File: src/rtl/rs_encoder_15_11.sv
// rs_encoder_15_11: systematic serial RS(15,11) encoder over GF(16), field poly x^4+x+1.
// Optional macro RS_ENC_ERR_INJ_EN adds ERR_MASK, XORed into each symbol as it loads the output register.
module rs_encoder_15_11 #(
    parameter int M = 4,
    parameter int N = 15,
    parameter int K = 11
) (
    input  logic         CLK,
    input  logic         RESET,
    input  logic         IN_VALID,
    input  logic [M-1:0] IN_SERIAL,
    output logic         IN_READY,
`ifdef RS_ENC_ERR_INJ_EN
    input  logic [M-1:0] ERR_MASK,
`endif
    output logic         OUT_VALID,
    output logic [M-1:0] OUT_SERIAL,
    output logic         OUT_LAST,
    input  logic         OUT_READY
);

    localparam logic [0:0] ST_MSG = 1'b0;
    localparam logic [0:0] ST_PAR = 1'b1;

    localparam logic [3:0] MSG_LAST = 4'(K - 1);
    localparam logic [3:0] PAR_LAST = 4'(N - K - 1);

    // Generator g(x) = x^4 + 13x^3 + 12x^2 + 8x + 7
    localparam logic [3:0] G3 = 4'd13;
    localparam logic [3:0] G2 = 4'd12;
    localparam logic [3:0] G1 = 4'd8;
    localparam logic [3:0] G0 = 4'd7;

    logic [0:0]   state;
    logic [3:0]   cnt;
    logic [M-1:0] r0, r1, r2, r3;
    logic [M-1:0] fb;
    logic [M-1:0] mask;
    logic         free;

    function automatic logic [3:0] gf_mul(input logic [3:0] a, input logic [3:0] b);
        logic [3:0] acc;
        logic [3:0] x;
        acc = '0;
        x   = a;
        for (int unsigned i = 0; i < 4; i++) begin
            if (b[i]) begin
                acc = acc ^ x;
            end
            // multiply by alpha, reducing x^4 -> x + 1
            x = {x[2:0], 1'b0} ^ (x[3] ? 4'b0011 : 4'b0000);
        end
        return acc;
    endfunction

`ifdef RS_ENC_ERR_INJ_EN
    assign mask = ERR_MASK;
`else
    assign mask = '0;
`endif

    // IN_READY is forced low while RESET is asserted, not just after the first reset edge.
    always_comb begin
        free     = !OUT_VALID || OUT_READY;
        IN_READY = RESET && (state == ST_MSG) && free;
        fb       = IN_SERIAL ^ r3;
    end

    always_ff @(posedge CLK) begin
        if (!RESET) begin
            state      <= ST_MSG;
            cnt        <= '0;
            r0         <= '0;
            r1         <= '0;
            r2         <= '0;
            r3         <= '0;
            OUT_VALID  <= 1'b0;
            OUT_SERIAL <= '0;
            OUT_LAST   <= 1'b0;
        end else if (free) begin
            case (state)
                ST_MSG: begin
                    if (IN_VALID) begin
                        r3         <= r2 ^ gf_mul(G3, fb);
                        r2         <= r1 ^ gf_mul(G2, fb);
                        r1         <= r0 ^ gf_mul(G1, fb);
                        r0         <= gf_mul(G0, fb);
                        OUT_SERIAL <= IN_SERIAL ^ mask;
                        OUT_VALID  <= 1'b1;
                        OUT_LAST   <= 1'b0;
                        if (cnt == MSG_LAST) begin
                            state <= ST_PAR;
                            cnt   <= '0;
                        end else begin
                            cnt <= cnt + 4'd1;
                        end
                    end else begin
                        OUT_VALID <= 1'b0;
                        OUT_LAST  <= 1'b0;
                    end
                end
                ST_PAR: begin
                    OUT_SERIAL <= r3 ^ mask;
                    r3         <= r2;
                    r2         <= r1;
                    r1         <= r0;
                    r0         <= '0;
                    OUT_VALID  <= 1'b1;
                    OUT_LAST   <= (cnt == PAR_LAST);
                    if (cnt == PAR_LAST) begin
                        state <= ST_MSG;
                        cnt   <= '0;
                    end else begin
                        cnt <= cnt + 4'd1;
                    end
                end
                default: begin
                    state <= ST_MSG;
                    cnt   <= '0;
                end
            endcase
        end
    end

endmodule

File: config.mk
export PLATFORM = sky130hd
export DESIGN_NAME = rs_encoder_15_11
export DESIGN_NICKNAME = d
export VERILOG_FILES = /design/src/rtl/rs_encoder_15_11.sv
export SDC_FILE = /design/constraint.sdc
export NUM_CORES = 1
export LEC_CHECK = 0
export BUFFER_PORTS_ARGS = -buffer_cell sky130_fd_sc_hd__buf_2
export CELL_PAD_IN_SITES_DETAIL_PLACEMENT = 2
export CELL_PAD_IN_SITES_GLOBAL_PLACEMENT = 2
export CORE_MARGIN = 8
export CORE_UTILIZATION = 40
export CTS_BUF_LIST = sky130_fd_sc_hd__clkbuf_4 sky130_fd_sc_hd__clkbuf_8
export DETAILED_ROUTE_END_ITERATION = 8
export PLACE_DENSITY = 0.89
export RECOVER_POWER = 25
export SKIP_LAST_GASP = 1
export SLEW_MARGIN = 30
export SYNTH_ARGS = -nofsm -noshare
export SYNTH_HDL_FRONTEND = slang
export SYNTH_SLANG_ARGS = --single-unit
File: constraint.sdc
create_clock -name CLK -period 5 [get_ports CLK]
set_clock_uncertainty 0.15 [all_clocks]
set_input_delay 1 -clock CLK [delete_from_list [all_inputs] [get_ports CLK]]
set_output_delay 1 -clock CLK [all_outputs]
set_load 0.02 [all_outputs]
==> results of run 1 <==
==> synthesized netlist by cell type (2+ instances only) <==
cell type,n
nor2b_1,8
nor3_1,2
nor2_1,11
nand3_1,4
dfxtp_1,27
xor2_1,4
xnor2_1,15
or3_1,3
nand2_1,9
and2_1,2
ha_1,2
clkbuf_1,9
nand2b_1,2
a21boi_1,2
mux2i_1,5
a22oi_1,4
o21ai_0,10
o211a_1,7
a21oi_1,12
nand3b_1,2
xnor2_2,2
==> critical path: cells and delay by family <==
kind	cells	cell delay (ns)
and+or+nand+nor	3	0.79
buffers and inverters	2	0.27
==> state kept, by name, indices dropped and copies added (netlist names), 4 cells and up <==
signal and cells:
OUT_SERIAL 4, r3 4, r0 4, r2 4
cnt 4, r1 4
==> per-stage QoR <==
| stage | cell area [µm²] | util (%) |
|---|---|---|
| 2_1_floorplan | 1430 | - |
| 3_3_place_gp | 1530 | 45.0 |
| 3_5_place_dp | 1530 | 45.2 |
| 4_1_cts | 1560 | 46.1 |
| 5_1_grt | 1560 | 45.9 |
| 6_report | 1560 | 45.9 |
==> per-layer routing <==
| metal | wire length [µm] | global-route usage, % |
|---|---|---|
| met3 | 64 | 2.89 |
| met2 | 2060 | 27.3 |
| met5 | 0 | 0 |
| met4 | 86 | 6.61 |
| met1 | 1600 | 16.2 |
==> worst paths after layout <==
| kind | cells past startpoint | startpoint | to | slack [ns] |
|---|---|---|---|---|
| max | 5 | OUT_READY | IN_READY | 1.80 |
| min | 1 | OUT_SERIAL[0] | OUT_SERIAL[0] | 0.37 |
| min reg2reg | 1 | OUT_SERIAL[0] | OUT_SERIAL[0] | 0.37 |
| max reg2reg | 5 | state | cnt[2] | 2.44 |
==> cells by family after synthesis <==
| logic type | count (synthesis) |
|---|---|
| adder cells (fa/ha/maj) | 2 |
| buffers and inverters | 10 |
| XOR/XNOR | 23 |
| AO/OA/AOI/OAI | 39 |
| AND/OR/NAND/NOR | 48 |
| multiplexers | 6 |
| flip-flops | 27 |
==> power breakdown <==
group	switching, mW	total (mW)	leakage, nW	internal (mW)
Sequential	0.0226	0.264	0.223	0.241
Combinational	0.106	0.200	0.387	0.0947
Clock	0.0648	0.102	0.0184	0.0368
==> final cells by class <==
class	instances	area, µm²
fillers	368	1830
clock buffers	4	30.0
well taps	46	57.6
inverters	1	3.75
repair buffers	14	63.8
multi-input cells	118	860
flip-flops and latches	27	541
==> metrics, run 1 <==
outcome=finished, final reports clean; # setup viols final=0; Final Non-Filler Cells=between 200 and 250; Synth area leader=dfxtp_1; min-delay worst type=register to register; post-synthesis mux area share=under 10%; final wirelength=roughly 3.8 mm; CTS tree=built; I/O pin cnt=15; Tot GR Track Use=15.0%; commonest non-fill, non-tap cell in the layout=dfxtp_1; Slew @ Worst Pin=about 0.9 ns; H-tree Lvls=1; Syn Area/Cell=between 9 and 10 µm²; initial antenna violation count=0; Hold Violations, Final=0; Avg Vias per Cell=about 5.4; EDFF count, synth=0; commonest non-fill, non-tap cells in the layout=dfxtp_1, xnor2_1, a21oi_1; Peak supply drop=approximately 0.00017 V; Setup WS pre-CTS=~1.8 ns; Post-Synth Adder-Cell Area=1.75%; critical path capture point type=output port; fin crit share=63.9%; PortBufs=14; Worst EP required=~3.9 ns; pins over their slew limit=0; Synth Cell Area=between 1000 and 1500 µm²; Post-CTS Setup Bufs=0; first-pass GRT wire length=6.49 mm; Critical Path, Cell by Cell=buf_2, nor2b_1, nor2_1, and2_1, buf_2; Starting Density=~42%; most used cell, CP=buf_2; LEAKAGE=around 0.63 nW; CP max stage delay=0.42 ns; DR WL/cell=roughly 18 µm; DRC violations left=0; largest cells by area after synthesis=dfxtp_1, xnor2_1, o211a_1, a21oi_1, mux2i_1; Final ANT Viol Nets=0; largest net degree at the start of global routing=34; TritonCTS Buffers=3; CTS resizes=0; grt total ovfl=0; dpl hpwl=between 2 and 3 mm; clock root buffer=clkbuf_4; Slew HR=approximately 41%; initial drt markers=41; post-synthesis compound-gate area fraction=17.9%; crit path kind=input pin to output port; Area growth syn-to-layout=8.75%; crit path max-delay cell type=nor2b_1; FMAX=between 300 and 400 MHz; Post-Syn Nets=165; Ys Warns=0; simple logic cell fraction of the synthesized area=~18%; post-synthesis sequential area ratio=37.8%; Synth Register Bits=27; clk_lat worst skew=about 0.33 ns; clock-pin slew on the worst setup and hold paths=approximately 0.14 ns; CTS Buffer Depth=2; FP Rows=21; Nets=approximately 180; die area=about 5700 µm²; Pwr Total=between 0.5 and 0.6 mW; post-synthesis xor/xnor area fraction=between 10% and 20%; Period minus WS final=about 3.2 ns; Final GP Congestion=0.732; area share of the largest cell type after synthesis=37.8%; cts hold-fix bufs=0; post-route worst setup slack=approximately 1.8 ns; Min Hold Slack=~0.37 ns; Chip Height=approximately 76 µm; worst endpoint data arrival time=2.05 ns; post-synthesis instance total=about 160; setup TNS=0 ns; Detailed Routing Iterations Pass 1=3; x dimension of the die=75.8 µm; via count=approximately 1,100; asr flop ratio synth=0%; Antenna Cells=0; worst-path maximum fanout=7; Primary FF master, synth=dfxtp_1; Placed Instances=between 200 and 250; largest family of logic cells by synthesized area=compound AO/OA/AOI/OAI gates; startpoint types=input pin; maxcap violations=0; Distinct cells, synth=34; RSZ-0062 raised after global routing=no; number of global-route vias before repair=approximately 1,300; clock sink total=27; share of cells above drive strength 1=about an eighth; core area=about 3400 µm²; PwrDens=between 300 and 400 nW/µm²
(Power assumes the default switching activity.)
==> run 2, diff against run 1 <==
- CORE_UTILIZATION: 40 -> 37
- PLACE_DENSITY: 0.89 -> 0.84
- clock period: 5 -> 3.35 ns (I/O delays scaled with it)
==> run 2 against run 1 <==
  * Clock-buffer cell count unchanged
  * Worst setup slack got worse by 1.0 ns
  * Final cell count increased by 1.4%
  * Largest power group unchanged
==> metrics, run 2 (synthesis results as in run 1) <==
via count=1,133 (was 1,137); CTS resizes=0 (unchanged); CP max stage delay=0.92 ns (was 0.42 ns); Setup WS pre-CTS=0.878 ns (was 1.78 ns); grt total ovfl=0 (unchanged); Final GP Congestion=0.736 (was 0.732); PortBufs=14 (unchanged); initial drt markers=34 (was 41); post-route worst setup slack=0.780 ns (was 1.80 ns); crit path kind=register to output port (was input pin to output port); Post-CTS Setup Bufs=0 (unchanged); min-delay worst type=register to register (unchanged); crit path max-delay cell type=dfxtp_1 (was nor2b_1); Detailed Routing Iterations Pass 1=4 (was 3); DRC violations left=0 (unchanged); core area=3690 µm² (was 3390 µm²); commonest non-fill, non-tap cell in the layout=dfxtp_1 (unchanged); FP Rows=22 (was 21); CTS tree=built (unchanged); Tot GR Track Use=12.5% (was 15.0%); # setup viols final=0 (unchanged); Final ANT Viol Nets=0 (unchanged); Critical Path, Cell by Cell=nor2_1, and2_1, buf_2 (was buf_2, nor2b_1, nor2_1, and2_1, buf_2); Slew HR=39.7% (was 41.5%); largest net degree at the start of global routing=29 (was 34); FMAX=389 MHz; worst-path maximum fanout=24 (was 7); final wirelength=3.68 mm (was 3.81 mm); TritonCTS Buffers=3 (unchanged); DR WL/cell=17.3 µm (was 18.2 µm); clock root buffer=clkbuf_8 (was clkbuf_4); I/O pin cnt=15 (unchanged); maxcap violations=0 (unchanged); CTS Buffer Depth=2 (unchanged); PwrDens=566 nW/µm² (was 364 nW/µm²); Worst EP required=2.53 ns (was 3.85 ns); dpl hpwl=2.67 mm (was 2.78 mm); cts hold-fix bufs=0 (unchanged); clock sink total=27 (unchanged); share of cells above drive strength 1=13.3% (was 12.8%); Starting Density=38.8% (was 42.2%); initial antenna violation count=0 (unchanged); Period minus WS final=roughly 2.6 ns; setup TNS=0 ns (unchanged); die area=6110 µm² (was 5740 µm²); LEAKAGE=0.640 nW (was 0.629 nW); number of global-route vias before repair=1,250 (was 1,308); fin crit share=between 70% and 80%; clk_lat worst skew=0.28 ns (was 0.33 ns); Chip Height=78.2 µm (was 75.8 µm); Avg Vias per Cell=5.32 (was 5.41); worst endpoint data arrival time=1.75 ns (was 2.05 ns); outcome=finished, final reports clean (unchanged); startpoint types=register (was input pin); Area growth syn-to-layout=10.4% (was 8.75%); critical path capture point type=output port (unchanged); x dimension of the die=78.2 µm (was 75.8 µm); commonest non-fill, non-tap cells in the layout=dfxtp_1, xnor2_1, a21oi_1 (unchanged); Slew @ Worst Pin=0.903 ns (was 0.876 ns); Nets=176 (was 175); pins over their slew limit=0 (unchanged); clock-pin slew on the worst setup and hold paths=0.10 ns (was 0.14 ns); Antenna Cells=0 (unchanged); H-tree Lvls=1 (unchanged); Peak supply drop=0.000220 V (was 0.000173 V); RSZ-0062 raised after global routing=no (unchanged); Hold Violations, Final=0 (unchanged); first-pass GRT wire length=6.19 mm (was 6.49 mm)
[run 2: cell count changes in the layout (fill, tap and decap cells not counted), sizes merged]
cell	change
buf	+1
[run 2: final timing paths]
check                      from  cells past startpoint  slack [ns]            end
setup / recovery          state                      3        0.78       IN_READY
hold reg to reg   OUT_SERIAL[3]                      1        0.37  OUT_SERIAL[3]
hold / removal    OUT_SERIAL[3]                      1        0.37  OUT_SERIAL[3]
setup reg to reg          state                      5        0.92          r3[2]
[run 2: report_power, final]
part / total, mW / switching (mW) / internal, mW
sequential: 0.392 / 0.0327 / 0.360
combinational: 0.295 / 0.153 / 0.142
clock: 0.207 / 0.113 / 0.0937
[run 2: critical path: cells and delay by family (launching register included)]
kind          cells  cell delay (ns)
buf+inv           1             0.15
simple gates      2             0.39
flops             1             0.92
[run 2: per-layer routing]
layer / routed length [µm] / vias to the layer above / track usage [%] / part of all wire, %
li1: - / 554 / - / -
met1: 1630 / 564 / 13.8 / 44
met2: 1920 / 11 / 23.0 / 52
met3: 84 / 4 / 2.73 / 2.3
met4: 43 / 0 / 3.89 / 1.2
met5: 0 / - / 0 / 0
[run 2: area by class of cell]
type,count,area (µm²)
Fill cell,426,2110
Clock buffer,4,48.8
Multi-Input combinational cell,118,855
Inverter,1,3.75
Timing Repair Buffer,15,71.3
Sequential cell,27,541
Tap cell,48,60.1
[run 2: through the flow]
stage / hold slack [ns] / utilization [%] / instance area (µm²) / cells / power (mW)
after detailed placement: 0.347 / 41.7 / 1540 / 209 / 0.696
after global routing: 0.389 / 42.8 / 1580 / 213 / 0.944
after floorplan: 0.321 / - / 1430 / 155 / 0.627
after CTS: 0.373 / 43.0 / 1590 / 213 / 0.903
final: 0.373 / 42.8 / 1580 / 213 / 0.894
after global placement: 0.324 / 41.7 / 1540 / 209 / 0.673
==> run 3, diff against run 2 <==
- ABC_AREA: not set -> 1
- CORE_UTILIZATION: 37 -> 30
- PLACE_DENSITY: 0.84 -> 0.81
- clock period: 3.35 -> 2.1 ns (I/O delays scaled with it)
==> run 3 against run 2 <==
  * Sequential share of layout area fell by 1.9 points
  * Die area increased by 21%
  * Sequential power rose by 54%
  * Synthesized cell count grew 43%
  * Routed wire length rose by 20%
  * Utilization shrank 7.4 points
  * Final cell count increased by 42%
  * Highest routed layer unchanged
==> metrics, run 3 <==
outcome=finished, final reports clean (unchanged); post-synthesis instance total=221 (was 155); first-pass GRT wire length=7.49 mm (was 6.19 mm); Nets=247 (was 176); Post-Syn Nets=231 (was 165); clk_lat worst skew=0.27 ns (was 0.28 ns); dpl hpwl=3.30 mm (was 2.67 mm); share of cells above drive strength 1=12.7% (was 13.3%); asr flop ratio synth=0% (unchanged); Ys Warns=0 (unchanged); startpoint types=register (unchanged); fin crit share=between 80 and 90%; Worst Hold Depth=3 (was 1); CTS Buffer Depth=2 (unchanged); clock root buffer=clkbuf_8 (unchanged); cts hold-fix bufs=0 (unchanged); H-tree Lvls=1 (unchanged); Final ANT Viol Nets=0 (unchanged); Hold Violations, Final=0 (unchanged); Multi-input gate area=796 µm² (was 855 µm²); worst endpoint data arrival time=1.16 ns (was 1.75 ns); critical path capture point type=output port (unchanged); Syn Area/Cell=6.66 µm² (was 9.23 µm²); pins over their slew limit=0 (unchanged); commonest non-fill, non-tap cells in the layout=nand2_1, dfxtp_1, inv_1, a21oi_1, nand3_1 (was dfxtp_1, xnor2_1, a21oi_1); Avg Vias per Cell=4.82 (was 5.32); Filler Cells Inserted=574 (was 426); Synth Register Bits=27 (unchanged); via count=1,460 (was 1,133); final wirelength=4.42 mm (was 3.68 mm); area share of the largest cell type after synthesis=36.7% (was 37.8%); FMAX=around 580 MHz; crit path kind=register to output port (unchanged); grt total ovfl=0 (unchanged); maxcap violations=0 (unchanged); Final GP Congestion=0.745 (was 0.736); post-synthesis sequential area ratio=36.7% (was 37.8%); Chip Height=86.1 µm (was 78.2 µm); min-delay worst type=input pin to register (was register to register); Area growth syn-to-layout=13.7% (was 10.4%); I/O pin cnt=15 (unchanged); Min Hold Slack=0.275 ns (was 0.373 ns); R2R depth=5 (unchanged); Antenna Cells=0 (unchanged); Worst EP required=1.53 ns (was 2.53 ns); Starting Density=31.2% (was 38.8%); Synth Cell Area=1470 µm² (was 1430 µm²); Synth area leader=dfxtp_1 (unchanged); initial drt markers=43 (was 34); TritonCTS Buffers=3 (unchanged); # setup viols final=0 (unchanged); CTS resizes=0 (unchanged); sequential cell area=541 µm² (unchanged); Peak supply drop=0.000249 V (was 0.000220 V); Tot GR Track Use=12.6% (was 12.5%); Slew @ Worst Pin=0.494 ns (was 0.903 ns); commonest non-fill, non-tap cell in the layout=nand2_1 (was dfxtp_1); clock-pin slew on the worst setup and hold paths=0.10 ns (about the same); core area=4720 µm² (was 3690 µm²); number of global-route vias before repair=1,562 (was 1,250); LEAKAGE=0.758 nW (was 0.640 nW); top-count cell post-synth=nand2_1 (was dfxtp_1); clock sink total=27 (unchanged); worst-path maximum fanout=10 (was 24); Slew HR=67.0% (was 39.7%); die area=7410 µm² (was 6110 µm²); x dimension of the die=86.1 µm (was 78.2 µm); RSZ-0062 raised after global routing=no (unchanged); setup TNS=0 ns (unchanged); largest cells by area after synthesis=dfxtp_1, nand2_1, a21oi_1, nand3_1, inv_1 (was dfxtp_1, xnor2_1, o211a_1, a21oi_1, mux2i_1); CTS tree=built (unchanged); DRC violations left=0 (unchanged); Detailed Routing Iterations Pass 1=4 (unchanged); Post-CTS Setup Bufs=0 (unchanged); Primary FF master, synth=dfxtp_1 (unchanged); largest net degree at the start of global routing=34 (was 29); Distinct cells, synth=25 (was 34); Synth top cells by count=nand2_1, dfxtp_1, a21oi_1, inv_1, nand3_1 (was dfxtp_1, xnor2_1, a21oi_1, nor2_1, o21ai_0); initial antenna violation count=0 (unchanged); PwrDens=773 nW/µm² (was 566 nW/µm²); EDFF count, synth=0 (unchanged); Period minus WS final=1.73 ns; FP Rows=25 (was 22); DR WL/cell=14.6 µm (was 17.3 µm); PortBufs=14 (unchanged)
==> run 3: routing by layer <==
metal | wire, µm | GRT usage [%]
met5 | 0 | 0
met4 | 40 | 4.30
met3 | 120 | 1.72
met2 | 2110 | 21.3
met1 | 2150 | 15.9
==> run 3: critical path, cell delays in order, from the launching register on <==
cell and delay (ns):
dfxtp_1 0.60, nor3_1 0.11, buf_2 0.18
==> run 3: layout make-up <==
class | count | share of cell area, %
Multi-Input combinational cell | 159 | 47.5
Clock buffer | 4 | 2.91
Sequential cell | 27 | 32.3
Tap cell | 67 | 5.01
Timing Repair Buffer | 20 | 6.43
Inverter | 26 | 5.83
==> run 3: where the power goes <==
part | switching [mW] | internal [mW]
sequential | 0.0416 | 0.563
combinational | 0.237 | 0.128
clock | 0.175 | 0.149
total | 0.453 | 0.840
==> run 3: cells by family (layout without fill, tap and decap cells) <==
| kind of cell | after synthesis | in the layout | share of synthesized area, % |
|---|---|---|---|
| buffers and inverters | 35 | 50 | 9.26 |
| DFF | 27 | 27 | 36.7 |
| and+or+nand+nor | 97 | 97 | 27.0 |
| AOI/OAI and AO/OA | 50 | 50 | 18.4 |
| adders and majority gates | 2 | 2 | 1.70 |
| xor gates and xnor gates | 10 | 10 | 6.97 |
==> run 3: final timing paths <==
check                  end         start  slack (ns)
max reg2reg         cnt[2]         state        0.38
max               IN_READY         state        0.37
min reg2reg       OUT_LAST      OUT_LAST        0.33
min          OUT_SERIAL[3]  IN_SERIAL[3]        0.28
==> run 3: metrics by stage <==
stage          std cells  total power, mW  instance area, µm²  utilization (%)  setup WS (ns)
4_1_cts              303             1.31                1680             35.6          0.347
3_5_place_dp         299            0.988                1630             34.6          0.285
6_report             303             1.29                1670             35.4          0.372
5_1_grt              303             1.39                1670             35.4          0.227
2_1_floorplan        221            0.875                1470                -          0.416
3_3_place_gp         299            0.972                1630             34.6          0.352
